--- src/rtl/boid_frame_scanner_if.sv ---
`default_nettype none
// ============================================================================
//  Module      : boid_frame_scanner_if
//  Description : Bundles the occupancy-check and framebuffer-write signals of
//                the boid frame scanner.
//  Revision    : 1.0 - initial release
// ============================================================================
interface boid_frame_scanner_if #(
    parameter int ADDR_W = 19
);
    logic              start;
    logic              busy;
    logic              done;
    logic [31:0]       x_chk_out;
    logic [31:0]       y_chk_out;
    logic              is_boid_here;
    logic              fb_stall;
    logic              fb_wr_en;
    logic [ADDR_W-1:0] fb_addr;
    logic [7:0]        fb_data;
    logic [15:0]       frame_count;

    // Scanner side
    modport master (
        input  start,
        input  is_boid_here,
        input  fb_stall,
        output busy,
        output done,
        output x_chk_out,
        output y_chk_out,
        output fb_wr_en,
        output fb_addr,
        output fb_data,
        output frame_count
    );

    // Environment side: controller, boid memory and framebuffer
    modport slave (
        output start,
        output is_boid_here,
        output fb_stall,
        input  busy,
        input  done,
        input  x_chk_out,
        input  y_chk_out,
        input  fb_wr_en,
        input  fb_addr,
        input  fb_data,
        input  frame_count
    );
endinterface
`default_nettype wire

--- src/rtl/boid_frame_scanner.sv ---
`default_nettype none
// ============================================================================
//  Module      : boid_frame_scanner
//  Description : Raster-scans every pixel, queries boid occupancy and writes
//                one framebuffer byte per pixel. Optional macro
//                BOID_SCAN_FRAME_COUNT_EN enables the completed-frame counter.
//  Revision    : 1.0 - initial release
// ============================================================================
module boid_frame_scanner #(
    parameter int         H_PIXELS   = 640,
    parameter int         V_PIXELS   = 480,
    parameter int         ADDR_W     = 19,
    parameter logic [7:0] BOID_COLOR = 8'hFF,
    parameter logic [7:0] BG_COLOR   = 8'h00
) (
    input  wire logic            clk,
    input  wire logic            reset,
    boid_frame_scanner_if.master bus
);
    localparam int X_W = (H_PIXELS > 1) ? $clog2(H_PIXELS) : 1;
    localparam int Y_W = (V_PIXELS > 1) ? $clog2(V_PIXELS) : 1;
    localparam logic [X_W-1:0] C_X_LAST = X_W'(H_PIXELS - 1);
    localparam logic [Y_W-1:0] C_Y_LAST = Y_W'(V_PIXELS - 1);

    typedef enum logic [1:0] {
        ST_IDLE  = 2'd0,
        ST_SCAN  = 2'd1,
        ST_FLUSH = 2'd2,
        ST_DONE  = 2'd3
    } state_t;

    state_t            r_state;
    state_t            w_state_next;
    logic [X_W-1:0]    r_x;
    logic [Y_W-1:0]    r_y;
    logic [ADDR_W-1:0] r_addr_cnt;
    logic              r_fb_wr_en;
    logic [ADDR_W-1:0] r_fb_addr;
    logic [7:0]        r_fb_data;
    logic              w_launch;
    logic              w_step;
    logic              w_retire;
    logic              w_last_pixel;

    assign w_last_pixel = (r_x == C_X_LAST) && (r_y == C_Y_LAST);

    always_ff @(posedge clk) begin
        if (reset) begin
            r_state <= ST_IDLE;
        end else begin
            r_state <= w_state_next;
        end
    end

    // w_step is one accepted pixel; w_retire drops the final pending write
    always_comb begin
        w_state_next = r_state;
        w_launch     = 1'b0;
        w_step       = 1'b0;
        w_retire     = 1'b0;
        case (r_state)
            ST_IDLE: begin
                if (bus.start) begin
                    w_state_next = ST_SCAN;
                    w_launch     = 1'b1;
                end
            end
            ST_SCAN: begin
                if (!bus.fb_stall) begin
                    w_step = 1'b1;
                    if (w_last_pixel) begin
                        w_state_next = ST_FLUSH;
                    end
                end
            end
            ST_FLUSH: begin
                if (!bus.fb_stall) begin
                    w_retire     = 1'b1;
                    w_state_next = ST_DONE;
                end
            end
            ST_DONE: begin
                w_state_next = ST_IDLE;
            end
            default: begin
                w_state_next = ST_IDLE;
            end
        endcase
    end

    // Address tracks y*H_PIXELS+x by incrementing alongside the raster walk
    always_ff @(posedge clk) begin
        if (reset) begin
            r_x        <= '0;
            r_y        <= '0;
            r_addr_cnt <= '0;
        end else if (w_launch || w_retire) begin
            r_x        <= '0;
            r_y        <= '0;
            r_addr_cnt <= '0;
        end else if (w_step && !w_last_pixel) begin
            if (r_x == C_X_LAST) begin
                r_x <= '0;
                r_y <= r_y + Y_W'(1);
            end else begin
                r_x <= r_x + X_W'(1);
            end
            r_addr_cnt <= r_addr_cnt + ADDR_W'(1);
        end
    end

    always_ff @(posedge clk) begin
        if (reset) begin
            r_fb_wr_en <= 1'b0;
            r_fb_addr  <= '0;
            r_fb_data  <= BG_COLOR;
        end else if (w_step) begin
            r_fb_wr_en <= 1'b1;
            r_fb_addr  <= r_addr_cnt;
            r_fb_data  <= bus.is_boid_here ? BOID_COLOR : BG_COLOR;
        end else if (w_retire) begin
            r_fb_wr_en <= 1'b0;
        end
    end

`ifdef BOID_SCAN_FRAME_COUNT_EN
    logic [15:0] r_frame_count;

    always_ff @(posedge clk) begin
        if (reset) begin
            r_frame_count <= 16'd0;
        end else if (w_retire) begin
            r_frame_count <= r_frame_count + 16'd1;
        end
    end

    assign bus.frame_count = r_frame_count;
`else
    assign bus.frame_count = 16'd0;
`endif

    assign bus.busy      = (r_state == ST_SCAN) || (r_state == ST_FLUSH);
    assign bus.done      = (r_state == ST_DONE);
    assign bus.x_chk_out = 32'(r_x);
    assign bus.y_chk_out = 32'(r_y);
    assign bus.fb_wr_en  = r_fb_wr_en;
    assign bus.fb_addr   = r_fb_addr;
    assign bus.fb_data   = r_fb_data;

endmodule
`default_nettype wire

--- src/flat_wrapper.sv ---
// flat-port wrapper written by rule: the top's interface ports become plain ports
module boid_frame_scanner_flat 
#(
    parameter int         H_PIXELS   = 640,
    parameter int         V_PIXELS   = 480,
    parameter int         ADDR_W     = 19,
    parameter logic [7:0] BOID_COLOR = 8'hFF,
    parameter logic [7:0] BG_COLOR   = 8'h00
)
  (clk, reset, bus_start, bus_is_boid_here, bus_fb_stall, bus_busy, bus_done, bus_x_chk_out, bus_y_chk_out, bus_fb_wr_en, bus_fb_addr, bus_fb_data, bus_frame_count);
  boid_frame_scanner_if #(.ADDR_W(ADDR_W)) bus_i ();
  input  wire logic clk;
  input  wire logic reset;
  input wire logic [$bits(bus_i.start)-1:0] bus_start;
  input wire logic [$bits(bus_i.is_boid_here)-1:0] bus_is_boid_here;
  input wire logic [$bits(bus_i.fb_stall)-1:0] bus_fb_stall;
  output wire logic [$bits(bus_i.busy)-1:0] bus_busy;
  output wire logic [$bits(bus_i.done)-1:0] bus_done;
  output wire logic [$bits(bus_i.x_chk_out)-1:0] bus_x_chk_out;
  output wire logic [$bits(bus_i.y_chk_out)-1:0] bus_y_chk_out;
  output wire logic [$bits(bus_i.fb_wr_en)-1:0] bus_fb_wr_en;
  output wire logic [$bits(bus_i.fb_addr)-1:0] bus_fb_addr;
  output wire logic [$bits(bus_i.fb_data)-1:0] bus_fb_data;
  output wire logic [$bits(bus_i.frame_count)-1:0] bus_frame_count;
  assign bus_i.start = bus_start;
  assign bus_i.is_boid_here = bus_is_boid_here;
  assign bus_i.fb_stall = bus_fb_stall;
  assign bus_busy = bus_i.busy;
  assign bus_done = bus_i.done;
  assign bus_x_chk_out = bus_i.x_chk_out;
  assign bus_y_chk_out = bus_i.y_chk_out;
  assign bus_fb_wr_en = bus_i.fb_wr_en;
  assign bus_fb_addr = bus_i.fb_addr;
  assign bus_fb_data = bus_i.fb_data;
  assign bus_frame_count = bus_i.frame_count;
  boid_frame_scanner #(.H_PIXELS(H_PIXELS), .V_PIXELS(V_PIXELS), .ADDR_W(ADDR_W), .BOID_COLOR(BOID_COLOR), .BG_COLOR(BG_COLOR)) u_core (.clk(clk), .reset(reset), .bus(bus_i));
endmodule
--- config.mk ---
export PLATFORM = sky130hd
export DESIGN_NAME = boid_frame_scanner_flat
export DESIGN_NICKNAME = d
export VERILOG_FILES = /design/src/rtl/boid_frame_scanner_if.sv /design/src/rtl/boid_frame_scanner.sv /design/src/flat_wrapper.sv
export SDC_FILE = /design/constraint.sdc
export NUM_CORES = 1
export LEC_CHECK = 0
export ABC_AREA = 1
export BUFFER_PORTS_ARGS = -buffer_cell sky130_fd_sc_hd__buf_2
export CAP_MARGIN = 20
export CORE_MARGIN = 10
export CORE_UTILIZATION = 45
export CTS_CLUSTER_DIAMETER = 40
export CTS_CLUSTER_SIZE = 20
export DETAILED_ROUTE_END_ITERATION = 12
export GPL_ROUTABILITY_DRIVEN = 0
export PLACE_DENSITY = 0.81
export SYNTH_ARGS = -nofsm -noshare
export SYNTH_HDL_FRONTEND = slang
export SYNTH_SLANG_ARGS = --single-unit
--- constraint.sdc ---
create_clock -name clk -period 4 [get_ports clk]
set_clock_uncertainty 0.1 [all_clocks]
set_input_delay 0.8 -clock clk [delete_from_list [all_inputs] [get_ports clk]]
set_output_delay 0.8 -clock clk [all_outputs]
set_load 0.05 [all_outputs]
==> reports/qor.yml <==
final_layout:
  diodes: 0
  drive_above_1_share_pct: 15.1
  area_growth_pct: 6.56
  final_core_util_pct: 49.7
  fillers: 738
  nets: 572
grt:
  antenna_found_initial: 0
  grt_pass1_vias: 2843
  grt_start_max_net_pins: 38
  grt_pass1_wl_mm: 13.3
  grt_overflow: 0
  track_usage_pct: 13.6
placement:
  port_buffers: 53
  dp_hpwl_mm: 6.39
worst_setup_path:
  worstSetupPathType: "reg -> reg"
  r2r_slack_ps: 1320
  end_kind: "register"
  setup.worst_path.start_class: "register"
  cp_max_fo: 37
  worstPathRequired_ps: 4170
  arrival_ps: 2850
synth:
  syn_avg_cell_area_sq_um: 7.02
  synth_top_area_share_pct: 33.7
  synth_seq_cells: 61
  yosysUniqueCellTypes: 33
  yosysTopAreaCell: "dfxtp_1"
  synth.area.mux_share_pct: 0
  synth-simple-area-share_pct: 27.8
  synth_area_leaders: "dfxtp_1 (34%), buf_4 (15%), nand2_1 (12%)"
  syn_area_sq_um: 3620
  synth_top_family_by_area: "simple AND/OR/NAND/NOR gates"
  synth_warnings: 0
  synth_xor_area_share_pct: 4.84
  seq_area_frac_synth_pct: 33.7
  syn-instance-count: 516
  synth_compound_area_share_pct: 10.7
  synth_adder_area_share_pct: 2.42
clock_tree:
  clk_latency_ps: 340
  clockRootBuffer: "clkbuf_8"
  cts_tree: "built"
  cts_resized: 0
  post_cts_buffers: 0
  cts_inserted_buffers: 9
  clock-sinks: 61
  cts_hold_buffers: 0
  cts_max_level: 3
  cts_buffer_depth: 2
  clk_pin_slew_worst_paths_ps: 70
timing:
  rsz0062_at_grt: "no"
  slew_headroom_pct: 54.1
  finalCritPeriodShare_pct: 67.0
  fmax_mhz: 373
  setup-tns-final_ps: 0
  setup_viol: 0
  slew_violations: 0
  tightest_slew_ps: 688
  hold_viol: 0
  fin_crit_ps: 2680
detailed_routing:
  drt-vias-per-instance: 4.73
  wl_per_cell_microns: 12.6
  drt_pass1_iterations: 5
  drt_wl_total_mm: 8.38
  drt_iter0_markers: 190
  route.vias.total: 3147
  ant_nets: 0
  drcViolationCount: 0
run:
  cap_violations: 0
floorplan:
  core_area_sq_um: 7770
  row_count: 32
  die_y_microns: 110
  fp.dieW_microns: 110
  initial_core_util_pct: 46.6
  io_pins: 115
  die-area_sq_um: 12000
worst_hold_path:
  hp-class: "reg -> reg"
power_and_ir_drop:
  pwr_density_cell_nw_per_um2: 548
  leakagePower_nw: 1.80
  ir_drop_mv: 0.304
run_status:
  outcome: "finished clean"
-- synthesized netlist by cell type --
cell type,n
o21ai_1,3
o211ai_1,1
nand3_1,19
inv_2,3
o21ai_0,25
ha_1,7
nand3b_1,1
inv_1,36
nor2_1,74
buf_2,1
conb_1,1
nand4_1,5
dfxtp_1,61
clkbuf_1,6
nor3_1,3
nor2_4,1
buf_4,70
or2_2,1
nand2_2,1
a21oi_2,1
buf_6,3
nand2_4,3
nor2_2,1
buf_1,2
nand2_1,118
nor2_8,2
nor3_4,1
nand3_4,1
xor2_1,19
a21oi_1,43
o21bai_1,1
xnor2_1,1
o21a_1,1
-- critical path, cell delays in order, from the launching register on --
cell	delay, ps
dfxtp_1	330
inv_1	90
ha_1	220
inv_2	80
nor2_8	370
inv_1	300
a21oi_2	590
buf_4	310
nand2_1	80
a21oi_1	130
-- per-layer routing --
layer | GRT usage, % | wire length (microns) | up-vias
met1 | 16.2 | 3500 | 1413
met4 | 6.13 | 142 | 0
met3 | 5.03 | 1140 | 13
met5 | 0 | 0 | -
li1 | - | - | 1578
met2 | 21.6 | 3600 | 143
-- cells in the final DEF, fill, tap and decap left out, types with 2 or more instances in the layout --
cell,n
a21oi_1,43
buf_2,53
buf_4,2
clkbuf_8,11
clkinv_2,2
conb_1,61
dfxtp_1,61
ha_1,7
inv_1,36
inv_2,3
nand2_1,118
nand2_4,3
nand3_1,19
nand4_1,5
nor2_1,74
nor2_8,2
nor3_1,3
o21ai_0,25
o21ai_1,3
xor2_1,19
-- area by class of cell --
type	count	area, sq um	share of cell area [%]
clock buffers	11	151	3.92
clock inverters	4	47.5	1.23
inverters	39	146	3.79
multi-input cells	394	1890	48.8
flip-flops and latches	61	1220	31.6
well taps	102	128	3.31
repair buffers	55	280	7.26
-- final timing paths --
kind / from / to / cells after the start
max: u_core.r_state[1] / u_core.r_addr_cnt[10] / 9
min: u_core.bus.fb_wr_en / u_core.bus.fb_wr_en / 2
max reg2reg: u_core.r_state[1] / u_core.r_addr_cnt[10] / 9
min reg2reg: u_core.bus.fb_wr_en / u_core.bus.fb_wr_en / 2
-- sequential cells by signal, summed over array words and instances, names as in the netlist --
register and flops:
u_core.r_y 9, u_core.bus.fb_wr_en 1, u_core.r_state 2, u_core.r_addr_cnt 19
u_core.r_x 10, u_core.bus.fb_addr 19, u_core.bus.fb_data 1
-- metrics by stage --
| step | worst slack, ps | cells | cell area (sq um) | hold slack [ps] | power, mW |
|---|---|---|---|---|---|
| floorplan | 1900 | 576 | 3850 | 357 | 1.50 |
| global placement | 1180 | 651 | 3660 | 362 | 1.55 |
| detailed placement | 1080 | 651 | 3660 | 374 | 1.57 |
| CTS | 1310 | 666 | 3860 | 382 | 2.13 |
| global route | 1010 | 666 | 3860 | 406 | 2.24 |
| finish | 1320 | 666 | 3860 | 382 | 2.11 |
-- kinds of logic after synthesis --
kind of cell	after synthesis
simple gates	231
buf+inv	121
compound gates	75
flops	61
xor+xnor	20
fa+ha+maj	7
other cells	1
-- power breakdown --
group          internal, mW  switching, mW
combinational         0.148          0.690
clock                 0.316          0.239
sequential            0.675         0.0460
Power figures use the tool's default switching activity.
